## src/rtl/qos_pkg.sv

```systemverilog
// Shared QoS-path definitions: arbiter state encodings and default word geometry,
// common to the VC arbiter, destination demux, FIFOs and init FSM.
package qos_pkg;

    localparam int QOS_BW       = 6;
    localparam int QOS_DEST_BIT = 4;

    localparam logic [0:0] ARB_IDLE   = 1'b0;
    localparam logic [0:0] ARB_ACTIVE = 1'b1;

endpackage

```

## src/rtl/vc_grant_cnt.sv

```systemverilog
// Saturating grant counter: counts pops of one virtual channel, sticks at all-ones.
module vc_grant_cnt #(
    parameter int CNT_W = 8
) (
    input  logic             clk,
    input  logic             reset,
    input  logic             i_inc,
    output logic [CNT_W-1:0] o_cnt
);

    logic [CNT_W-1:0] r_cnt;

    always_ff @(posedge clk) begin
        if (reset)
            r_cnt <= '0;
        else if (i_inc && (r_cnt != '1))
            r_cnt <= r_cnt + CNT_W'(1);
    end

    assign o_cnt = r_cnt;

endmodule

```

## src/rtl/vc_arbiter.sv

```systemverilog
// Two-VC arbiter feeding the destination demux: VC0 has priority, VC1 fills gaps.
// Define VC_ARB_STARVE_EN to bound consecutive VC0 wins to STARVE_MAX while VC1 waits.
module vc_arbiter
    import qos_pkg::*;
#(
    parameter int BW         = QOS_BW,
    parameter int DEST_BIT   = QOS_DEST_BIT,
    parameter int CNT_W      = 8,
    parameter int STARVE_MAX = 4
) (
    input  logic             clk,
    input  logic             reset,
    input  logic             arb_en,
    input  logic             VC0_empty,
    input  logic [BW-1:0]    VC0_data_out,
    input  logic             VC1_empty,
    input  logic [BW-1:0]    VC1_data_out,
    input  logic             D0_almost_full,
    input  logic             D1_almost_full,
    output logic             VC0_rd,
    output logic             VC1_rd,
    output logic             arb_valid_out,
    output logic [BW-1:0]    arb_data_out,
    output logic [CNT_W-1:0] vc0_grant_cnt,
    output logic [CNT_W-1:0] vc1_grant_cnt
);

    logic [0:0]    r_state;
    logic          r_valid;
    logic [BW-1:0] r_data;
    logic          w_active;
    logic          w_vc0_blk;
    logic          w_vc1_blk;
    logic          w_vc0_elig;
    logic          w_vc1_elig;
    logic          w_force1;
    logic          w_vc0_gnt;
    logic          w_vc1_gnt;

    // Pops need both the registered ACTIVE state and the live enable.
    assign w_active   = (r_state == ARB_ACTIVE) && arb_en;
    assign w_vc0_blk  = VC0_data_out[DEST_BIT] ? D1_almost_full : D0_almost_full;
    assign w_vc1_blk  = VC1_data_out[DEST_BIT] ? D1_almost_full : D0_almost_full;
    assign w_vc0_elig = w_active && !VC0_empty && !w_vc0_blk;
    assign w_vc1_elig = w_active && !VC1_empty && !w_vc1_blk;

`ifdef VC_ARB_STARVE_EN
    localparam int SW = $clog2(STARVE_MAX + 1);
    logic [SW-1:0] r_starve;

    assign w_force1 = w_vc1_elig && (r_starve == SW'(STARVE_MAX));

    always_ff @(posedge clk) begin
        if (reset)
            r_starve <= '0;
        else if (!w_vc1_elig || w_vc1_gnt)
            r_starve <= '0;
        else if (w_vc0_gnt && (r_starve != SW'(STARVE_MAX)))
            r_starve <= r_starve + SW'(1);
    end
`else
    // Strict priority; STARVE_MAX is referenced only to keep the parameter list uniform.
    assign w_force1 = (STARVE_MAX < 0);
`endif

    assign w_vc0_gnt = !reset && w_vc0_elig && !w_force1;
    assign w_vc1_gnt = !reset && w_vc1_elig && (!w_vc0_elig || w_force1);
    assign VC0_rd    = w_vc0_gnt;
    assign VC1_rd    = w_vc1_gnt;

    always_ff @(posedge clk) begin
        if (reset) begin
            r_state <= ARB_IDLE;
            r_valid <= 1'b0;
            r_data  <= '0;
        end else begin
            r_state <= arb_en ? ARB_ACTIVE : ARB_IDLE;
            r_valid <= w_vc0_gnt || w_vc1_gnt;
            if (w_vc0_gnt)
                r_data <= VC0_data_out;
            else if (w_vc1_gnt)
                r_data <= VC1_data_out;
        end
    end

    assign arb_valid_out = r_valid;
    assign arb_data_out  = r_data;

    vc_grant_cnt #(.CNT_W(CNT_W)) u_vc0_cnt (
        .clk   (clk),
        .reset (reset),
        .i_inc (w_vc0_gnt),
        .o_cnt (vc0_grant_cnt)
    );

    vc_grant_cnt #(.CNT_W(CNT_W)) u_vc1_cnt (
        .clk   (clk),
        .reset (reset),
        .i_inc (w_vc1_gnt),
        .o_cnt (vc1_grant_cnt)
    );

endmodule

```

## config.mk

```make
export PLATFORM = sky130hd
export DESIGN_NAME = vc_arbiter
export DESIGN_NICKNAME = d
export VERILOG_FILES = /design/src/rtl/qos_pkg.sv /design/src/rtl/vc_grant_cnt.sv /design/src/rtl/vc_arbiter.sv
export SDC_FILE = /design/constraint.sdc
export NUM_CORES = 1
export LEC_CHECK = 0
export ABC_AREA = 1
export BUFFER_PORTS_ARGS = -buffer_cell sky130_fd_sc_hd__buf_2
export CELL_PAD_IN_SITES_DETAIL_PLACEMENT = 1
export CELL_PAD_IN_SITES_GLOBAL_PLACEMENT = 2
export CORE_UTILIZATION = 24
export CTS_CLUSTER_SIZE = 30
export DETAILED_ROUTE_END_ITERATION = 8
export PLACE_DENSITY_LB_ADDON = 0.1
export SLEW_MARGIN = 20
export SYNTH_ARGS = -nofsm -noshare
export SYNTH_HDL_FRONTEND = slang
export SYNTH_HIERARCHICAL = 1
export SYNTH_SLANG_ARGS = --single-unit
```

## constraint.sdc

```tcl
create_clock -name clk -period 1.8 [get_ports clk]
set_clock_uncertainty 0.2 [all_clocks]
set_input_delay 0.36 -clock clk [delete_from_list [all_inputs] [get_ports clk]]
set_output_delay 0.36 -clock clk [all_outputs]
set_load 0.05 [all_outputs]
```

==> reports/qor.csv, run 1 <==
stage;metric;value;unit
status;status;completed;
job;MaxCap Viol Count;0;
global_routing;largest net degree at the start of global routing;14;
place;cell area after placement;1960;µm²
global_routing;number of global-route vias before repair;1685;
synthesis;top cells by count, synth;nand2_1 (66), nor2_1 (46), inv_1 (33);
synthesis;count leader, synth;nand2_1;
synthesis;Synth area leaders;dfxtp_1 (31%), nand2_1 (16%), nor2_1 (11%), inv_1 (8.1%), nand3_1 (7.5%);
final_layout;final instance area;2070;µm²
clocking;root buf cell;clkbuf_8;
clocking;H-tree depth;1;
sta;Achievable Freq;556;MHz
sta;Worst Tran Pin Value;0.307;ns
clocking;CTS tree;built;
sta;Finish-stage setup viols;0;
final_layout;# diodes;0;
clocking;Worst-Skew Late Latency;0.27;ns
critical_path;reg-to-reg startpoint;r_state$_SDFF_PP0_;
sta;Final Slew Violations;0;
synthesis;Synth Cell Area;1530;µm²
global_routing;Top Usage Layer GRT;met2;
floorplan;Starting Density;25.4;%
routing;vias per cell;4.35;
synthesis;Synth warnings;6;
clocking;Sink Count;24;
place;post-DP HPWL;3300;µm
clocking;Clk pin slew, worst setup/hold paths;0.09;ns
critical_path;Req. time, crit path;1.24;ns
sta;Fin. Hold Viols;0;
synthesis;Yosys cell types;21;
hold_path;WHS Endpoint;r_state$_SDFF_PP0_;
clocking;CTS buffer count;3;
place;routability cong.;0.693;
place;pre-CTS setup slack;-0.0682;ns
sta;post-route minimum period;1.80;ns
routing;First-pass DRT Iterations;4;
critical_path;crit path kind;reg2out;
final_layout;P&R area growth vs syn;35.5;%
global_routing;met1 Resource Use GR;17.7;%
final_layout;layout cells sized above 1;35.9;%
critical_path;crit-path max FO;3;
sta;RSZ-0062 raised after global routing;true;
critical_path;reg-to-reg setup timing slack;0.13;ns
routing;vias;1648;
floorplan;Die ar.;6700;µm²
synthesis;sequential fraction of the synthesis area;31.4;%
critical_path;CP arrival;1.24;ns
global_routing;GR Util met3;3.56;%
clocking;clock tree buffer depth;2;
synthesis;Mapped Cells;246;
routing;initial detailed-routing violation count;28;
place;IO Port Bufs;43;
hold_path;hold path cells;2;
synthesis;post-synthesis register bit count;24;
global_routing;global-route wire length before repair;7470;µm
hold_path;Hold Crit Start;reset;
synthesis;post-synth top area share;31.4;%
place;placed insts;370;
power_and_ir_drop;pwr dens;517;nW/µm²
global_routing;M2 GR Usage;24.7;%
routing;wire length per cell;11.3;µm
global_routing;GRT overflow;0;
routing;remaining routing DRC violations;0;
final_layout;nets;326;
routing;DRT antenna net count;0;
floorplan;num ports;44;
clocking;hold buffer count at cts;0;
critical_path;CP endpoint kind;output pin;
final_layout;non-filler cells, final;379;
synthesis;Yosys top cell by area;dfxtp_1;
synthesis;Synth Area per Inst;6.23;µm²
sta;hold slack;0.0468;ns
global_routing;initial antenna violation count;0;
synthesis;Post-synth EDFFs;0;
critical_path;critical path launch point type;flip-flop;
sta;fin crit share;99.8;%
synthesis;Post-synth top flop;dfxtp_1;
power_and_ir_drop;VDD IR max;0.366;mV
critical_path;reg2reg end;u_vc1_cnt/o_cnt[3]$_SDFFE_PP0P_;
sta;Max transition margin;79.5;%
power_and_ir_drop;Leak;1.07;nW
floorplan;Die Span Y;81.9;µm
critical_path;Worst R2R Path Depth;11;
sta;worst setup margin;0.00300;ns
global_routing;Total GRT Usage;14.4;%
routing;DRT Wirelength;4270;µm
hold_path;worst min-delay path class;in2reg;
floorplan;# rows;28;
synthesis;Synthesized Nets;267;
floorplan;CORE AREA;6030;µm²
floorplan;Die W;81.9;µm
synthesis;Synth async-reset ratio;0;%
[state kept, by name (all words and copies together) (netlist names)]
| name | cells |
|---|---|
| arb_valid_out | 1 |
| u_vc1_cnt/o_cnt | 8 |
| arb_data_out | 6 |
| u_vc0_cnt/o_cnt | 8 |
| r_state | 1 |
[cell usage in the layout (no fill, tap or decap), types with 2 or more instances in the layout]
cell type | netlist | final
ha_1 | 2 | 2
nand3_2 | 4 | 4
nand4_1 | 6 | 6
inv_2 | 6 | 6
nand2_2 | 6 | 6
nor2_1 | 46 | 43
dfxtp_1 | 24 | 19
dfxtp_2 | 0 | 4
a21oi_2 | 0 | 2
nand3b_2 | 2 | 2
nor2_2 | 4 | 7
nand3_1 | 23 | 23
o21ai_1 | 2 | 2
buf_4 | 2 | 16
a21oi_1 | 12 | 10
clkbuf_8 | 0 | 4
nand2_4 | 1 | 5
clkinvlp_4 | 0 | 2
inv_1 | 33 | 28
buf_8 | 0 | 2
nand2_1 | 66 | 62
buf_2 | 1 | 41
[kinds of logic after synthesis]
logic type	share of synthesized area [%]
AOI/OAI and AO/OA	5.15
adders and majority gates	1.63
buffers and inverters	13.1
DFF	31.4
and+or+nand+nor	48.8
[power by group]
group / leakage, nW / internal, mW / total (mW) / switching (mW)
combinational: 0.842 / 0.0586 / 0.152 / 0.0936
clock: 0.0288 / 0.195 / 0.378 / 0.183
sequential: 0.196 / 0.537 / 0.542 / 0.00518
[worst max-delay path, cell delays in order, from the launching register on]
cell	delay, ns
dfxtp_4	0.38
nand2_4	0.06
nor2_8	0.11
nand2_2	0.07
nand2_4	0.08
clkinvlp_4	0.11
buf_8	0.16
[cell type report]
cell class / count / area (µm²)
tap: 75 / 93.8
multi-input combinational: 177 / 896
inverter: 39 / 174
clock buffer: 4 / 55.1
fill: 805 / 3950
sequential: 24 / 489
timing repair buffer: 60 / 367
[metrics by stage]
step	power [mW]	TNS [ns]	utilization, %
floorplan	0.641	-0.0411	-
global placement	0.704	-0.148	32.5
detailed placement	0.705	-0.271	32.5
CTS	1.10	-0.0239	34.2
global route	1.12	-0.103	34.4
finish	1.07	0	34.4
[worst max-delay path by stage]
stage | startpoint | endpoint | slack, ns | depth (start not counted)
finish | r_state$_SDFF_PP0_ | VC1_rd | 0.003 | 6
global placement | arb_en | VC1_rd | -0.06 | 8
global route | r_state$_SDFF_PP0_ | VC1_rd | -0.07 | 6
floorplan | r_state$_SDFF_PP0_ | u_vc0_cnt/o_cnt[3]$_SDFFE_PP0P_ | -0.02 | 11
CTS | r_state$_SDFF_PP0_ | VC1_rd | -0.02 | 6
detailed placement | arb_en | VC1_rd | -0.07 | 8
[timing repair]
| action | CTS | global route |
|---|---|---|
| pin swaps | 1 | 1 |
| setup endpoints to repair | 2 | 5 |
| buffers inserted | 4 | 1 |
| resized for setup | 6 | 2 |
[metal layers]
| metal | part of all wire (%) | up-vias |
|---|---|---|
| li1 | - | 872 |
| met1 | 48 | 737 |
| met2 | 46 | 35 |
| met3 | 4.4 | 4 |
| met4 | 1.2 | 0 |
| met5 | 0 | - |
(Power assumes the default switching activity.)
==> run 2, diff against run 1 <==
PLACE_DENSITY = 0.77   (was unset)
PLACE_DENSITY_LB_ADDON = unset   (was 0.1)
==> run 2 against run 1 <==
Compared with the run above:
- global-route usage fell by 0.65 points
- critical path depth unchanged
- die area is the same
- sequential power hardly changed
- first-iteration DRC count up 11%
- combinational power about the same
- via count increased by 0.12%
- critical path type unchanged
- critical endpoint unchanged
==> reports/qor.csv, run 2 (same netlist as run 1, synthesis figures left out) <==
stage;metric;value;unit
sta;Final Slew Violations;0;
place;IO Port Bufs;43;
routing;vias per cell;4.39;
floorplan;Starting Density;25.4;%
global_routing;GRT overflow;0;
global_routing;initial antenna violation count;0;
place;routability cong.;0.704;
clocking;CTS tree;built;
final_layout;final instance area;2050;µm²
global_routing;global-route wire length before repair;7180;µm
sta;Achievable Freq;560;MHz
sta;Finish-stage setup viols;0;
final_layout;non-filler cells, final;376;
sta;Worst Tran Pin Value;0.357;ns
clocking;Worst-Skew Late Latency;0.27;ns
power_and_ir_drop;pwr dens;494;nW/µm²
final_layout;nets;324;
sta;Max transition margin;76.2;%
power_and_ir_drop;VDD IR max;0.235;mV
routing;remaining routing DRC violations;0;
place;cell area after placement;1950;µm²
place;pre-CTS setup slack;-0.107;ns
critical_path;Crit path max-delay family;flip-flops;
job;MaxCap Viol Count;0;
critical_path;CP arrival;1.23;ns
sta;post-route minimum period;1.79;ns
critical_path;WP buf/inv;2;
final_layout;FF+latch area;489;µm²
floorplan;# rows;28;
final_layout;commonest non-fill, non-tap cell in the layout;nand2_1;
final_layout;layout cells sized above 1;35.5;%
global_routing;M2 GR Usage;24.0;%
global_routing;GR Util met3;1.67;%
place;post-DP HPWL;3250;µm
critical_path;CP most frequent cell;nand2_4;
sta;RSZ-0062 raised after global routing;true;
critical_path;critical path launch point type;flip-flop;
floorplan;Die Span Y;81.9;µm
final_layout;area of the multi-input gates;898;µm²
final_layout;P&R area growth vs syn;33.7;%
critical_path;CP endpoint kind;output pin;
sta;Post-Route Setup TNS;0;ns
sta;worst setup margin;0.0127;ns
floorplan;CORE AREA;6030;µm²
final_layout;most frequent cells in the layout;nand2_1 (62), nor2_1 (42), buf_2 (41);
clocking;Sink Count;24;
routing;initial detailed-routing violation count;31;
clocking;CTS buffer count;3;
global_routing;met1 Resource Use GR;17.2;%
global_routing;Top Usage Layer GRT;met2;
routing;vias;1650;
final_layout;fillers;810;
floorplan;Die ar.;6700;µm²
status;status;completed;
critical_path;Req. time, crit path;1.24;ns
clocking;H-tree depth;1;
hold_path;worst min-delay path class;in2reg;
routing;First-pass DRT Iterations;4;
critical_path;crit path kind;reg2out;
critical_path;CP peak stage delay;0.37;ns
clocking;clock tree buffer depth;2;
floorplan;Die W;81.9;µm
global_routing;number of global-route vias before repair;1602;
critical_path;worst path cell trace;nand2_4 > nor2_8 > nand2_2 > nand2_4 > clkinvlp_4 > buf_8;
power_and_ir_drop;Leak;1.05;nW
routing;DRT Wirelength;4100;µm
global_routing;largest net degree at the start of global routing;14;
sta;fin crit share;99.3;%
place;placed insts;369;
floorplan;num ports;44;
clocking;root buf cell;clkbuf_8;
critical_path;critical path's slowest cell;dfxtp_4;
routing;DRT antenna net count;0;
clocking;Clk pin slew, worst setup/hold paths;0.08;ns
final_layout;# diodes;0;
critical_path;crit-path max FO;3;
final_layout;fin util;34.0;%
sta;Fin. Hold Viols;0;
routing;wire length per cell;10.9;µm
global_routing;Total GRT Usage;13.7;%
## run 2: changes by cell type in the layout (fill, tap and decap cells not counted)
cell,change
nor2_2,+1
clkbuf_8,-1
buf_4,-2
nor2_1,-1
## run 2: final timing paths
kind	from	end	slack (ns)	cells past startpoint
worst max-delay path	r_state$_SDFF_PP0_	VC1_rd	0.01	6
worst min-delay path	reset	r_state$_SDFF_PP0_	0.07	2
worst min register to register	u_vc1_cnt/o_cnt[6]$_SDFFE_PP0P_	u_vc1_cnt/o_cnt[6]$_SDFFE_PP0P_	0.29	2
worst max register to register	r_state$_SDFF_PP0_	u_vc1_cnt/o_cnt[4]$_SDFFE_PP0P_	0.09	11
## run 2: where the power goes
part	internal, mW	switching, mW
Clock	0.150	0.172
Combinational	0.0573	0.0915
Sequential	0.537	0.00550
## run 2: layer usage
metal,vias up,share of wire [%]
met5,-,0
met4,0,1.0
met3,2,2.9
met2,26,49
met1,753,47
li1,869,-
## run 2: layout make-up
cell class | count | area share, %
Inverter | 39 | 8.49
Sequential cell | 24 | 23.9
Multi-Input combinational cell | 177 | 43.9
Tap cell | 75 | 4.58
Timing Repair Buffer | 58 | 17.2
Clock buffer | 3 | 2.02
## run 2: stage by stage
stage | hold WS, ns | total power, mW
floorplan | 0.231 | 0.641
global placement | 0.274 | 0.701
detailed placement | 0.282 | 0.702
CTS | 0.0599 | 1.03
global route | 0.0666 | 1.07
finish | 0.0677 | 1.01
## run 2: timing repair
| item | in CTS | in global routing |
|---|---|---|
| hold buffers | 0 | 0 |
| gates resized for setup | 5 | 4 |
| setup buffers | 3 | 1 |
| pin swaps | 1 | 2 |
| endpoints found under the setup margin | 2 | 4 |
| endpoints found under the hold margin | 0 | 0 |
==> run 3, diff against run 2 <==
CORE_MARGIN = 5   (was unset)
PLACE_DENSITY = 0.74   (was 0.77)
==> run 3 against run 2 <==
Compared with the run above:
- fmax rose by 1.5%
- cell count up 0.27%
- global-route usage shrank 2.9 points
- via count unchanged
- first-iteration DRC count grew 42%
- register-to-register slack better by 0.06 ns
- non-clock buffer count shrank 2
- design area stayed put
- flip-flop and latch count unchanged
- combinational power barely moved
- critical path type unchanged
- highest routed layer unchanged
==> reports/qor.csv, run 3 (same netlist as run 1, synthesis figures left out) <==
stage;metric;value;unit
final_layout;nets;322;
final_layout;# diodes;0;
routing;vias;1650;
clocking;H-tree depth;1;
sta;Achievable Freq;568;MHz
critical_path;crit-path max FO;3;
sta;fin crit share;97.8;%
sta;Max transition margin;76.9;%
routing;vias per cell;4.38;
routing;wire length per cell;11.4;µm
clocking;Sink Count;24;
sta;Fin. Hold Viols;0;
power_and_ir_drop;pwr dens;518;nW/µm²
global_routing;initial antenna violation count;0;
routing;DRT Wirelength;4310;µm
clocking;clock tree buffer depth;2;
clocking;CTS buffer count;3;
critical_path;crit path kind;reg2out;
critical_path;reg-to-reg setup timing slack;0.15;ns
clocking;root buf cell;clkbuf_8;
final_layout;commonest non-fill, non-tap cell in the layout;nand2_1;
clocking;Clk pin slew, worst setup/hold paths;0.09;ns
place;post-DP HPWL;3460;µm
sta;Final Slew Violations;0;
final_layout;P&R area growth vs syn;33.7;%
critical_path;CP arrival;1.20;ns
final_layout;layout cells sized above 1;35.0;%
final_layout;FF+latch area;489;µm²
clocking;hold buffer count at cts;0;
hold_path;worst min-delay path class;in2reg;
global_routing;GRT overflow;0;
floorplan;CORE AREA;6280;µm²
critical_path;critical path launch point type;flip-flop;
sta;RSZ-0062 raised after global routing;true;
power_and_ir_drop;Leak;1.06;nW
floorplan;Die W;89.9;µm
place;IO Port Bufs;43;
clocking;CTS tree;built;
place;routability cong.;0.713;
routing;remaining routing DRC violations;0;
routing;First-pass DRT Iterations;2;
floorplan;Starting Density;24.4;%
status;status;completed;
final_layout;fillers;828;
power_and_ir_drop;Design Power;1.06;mW
routing;initial detailed-routing violation count;44;
floorplan;# rows;29;
final_layout;fin util;32.6;%
global_routing;global-route wire length before repair;7640;µm
floorplan;Die Span Y;89.9;µm
floorplan;Die ar.;8080;µm²
floorplan;num ports;44;
clocking;Worst-Skew Late Latency;0.26;ns
global_routing;largest net degree at the start of global routing;14;
critical_path;CP endpoint kind;output pin;
final_layout;most frequent cells in the layout;nand2_1 (62), nor2_1 (43), buf_2 (41);
global_routing;Total GRT Usage;10.8;%
routing;DRT antenna net count;0;
sta;Finish-stage setup viols;0;
final_layout;area of the multi-input gates;901;µm²
job;MaxCap Viol Count;0;
sta;post-route minimum period;1.76;ns
sta;Worst Tran Pin Value;0.346;ns
power_and_ir_drop;VDD IR max;0.266;mV
critical_path;Req. time, crit path;1.24;ns
global_routing;number of global-route vias before repair;1751;
==> run 3: cell count changes in the layout (fill, tap and decap cells not counted), sizes merged <==
| cell | delta |
|---|---|
| clkbuf | +1 |
| buf | -2 |
==> run 3: report_power, final <==
group	internal (mW)	switching (mW)	total (mW)
logic	0.0548	0.0922	0.147
clock network	0.195	0.178	0.373
registers	0.537	0.00485	0.541
total	0.787	0.275	1.06
==> run 3: layout make-up <==
class,count,area share [%]
flip-flops and latches,24,23.9
inverters,39,8.49
repair buffers,56,16.2
clock buffers,4,2.69
multi-input cells,177,44.0
well taps,77,4.70
==> run 3: worst max-delay path: stages (launching register included) <==
cell and delay, ns:
dfxtp_4 0.37, nand2_4 0.06, nor2_8 0.12, nand2_4 0.06
nand2_4 0.07, clkinvlp_4 0.10, buf_8 0.16
==> run 3: worst paths after layout <==
kind / from / cells after the start / to
setup / recovery: r_state$_SDFF_PP0_ / 6 / VC1_rd
setup reg to reg: r_state$_SDFF_PP0_ / 11 / u_vc0_cnt/o_cnt[3]$_SDFFE_PP0P_
hold reg to reg: u_vc1_cnt/o_cnt[6]$_SDFFE_PP0P_ / 2 / u_vc1_cnt/o_cnt[6]$_SDFFE_PP0P_
hold / removal: reset / 2 / r_state$_SDFF_PP0_
==> run 3: per-stage QoR <==
step	setup TNS [ns]	hold slack (ns)	instances	setup WS (ns)	area (µm²)
floorplan	-0.0411	0.231	246	-0.0193	1620
global placement	-0.0929	0.261	370	-0.0590	1940
detailed placement	-0.232	0.274	370	-0.0963	1940
CTS	0	0.0472	376	0.00494	2030
global route	-0.0253	0.0545	377	-0.0253	2050
finish	0	0.0568	377	0.0396	2050
==> run 3: routing by layer <==
layer,share of wire (%),wire (µm),vias to the layer above,track usage [%]
met3,4.9,213,2,2.34
met1,47,2030,752,13.7
met4,0.95,41,0,3.35
met2,47,2020,27,18.4
met5,0,0,-,0
li1,-,-,869,-
==> run 3: repair_timing <==
item / CTS / global route
buffers inserted: 2 / 2
gates resized for setup: 6 / 2
endpoints found under the setup margin: 2 / 3
pin swaps: 1 / 0
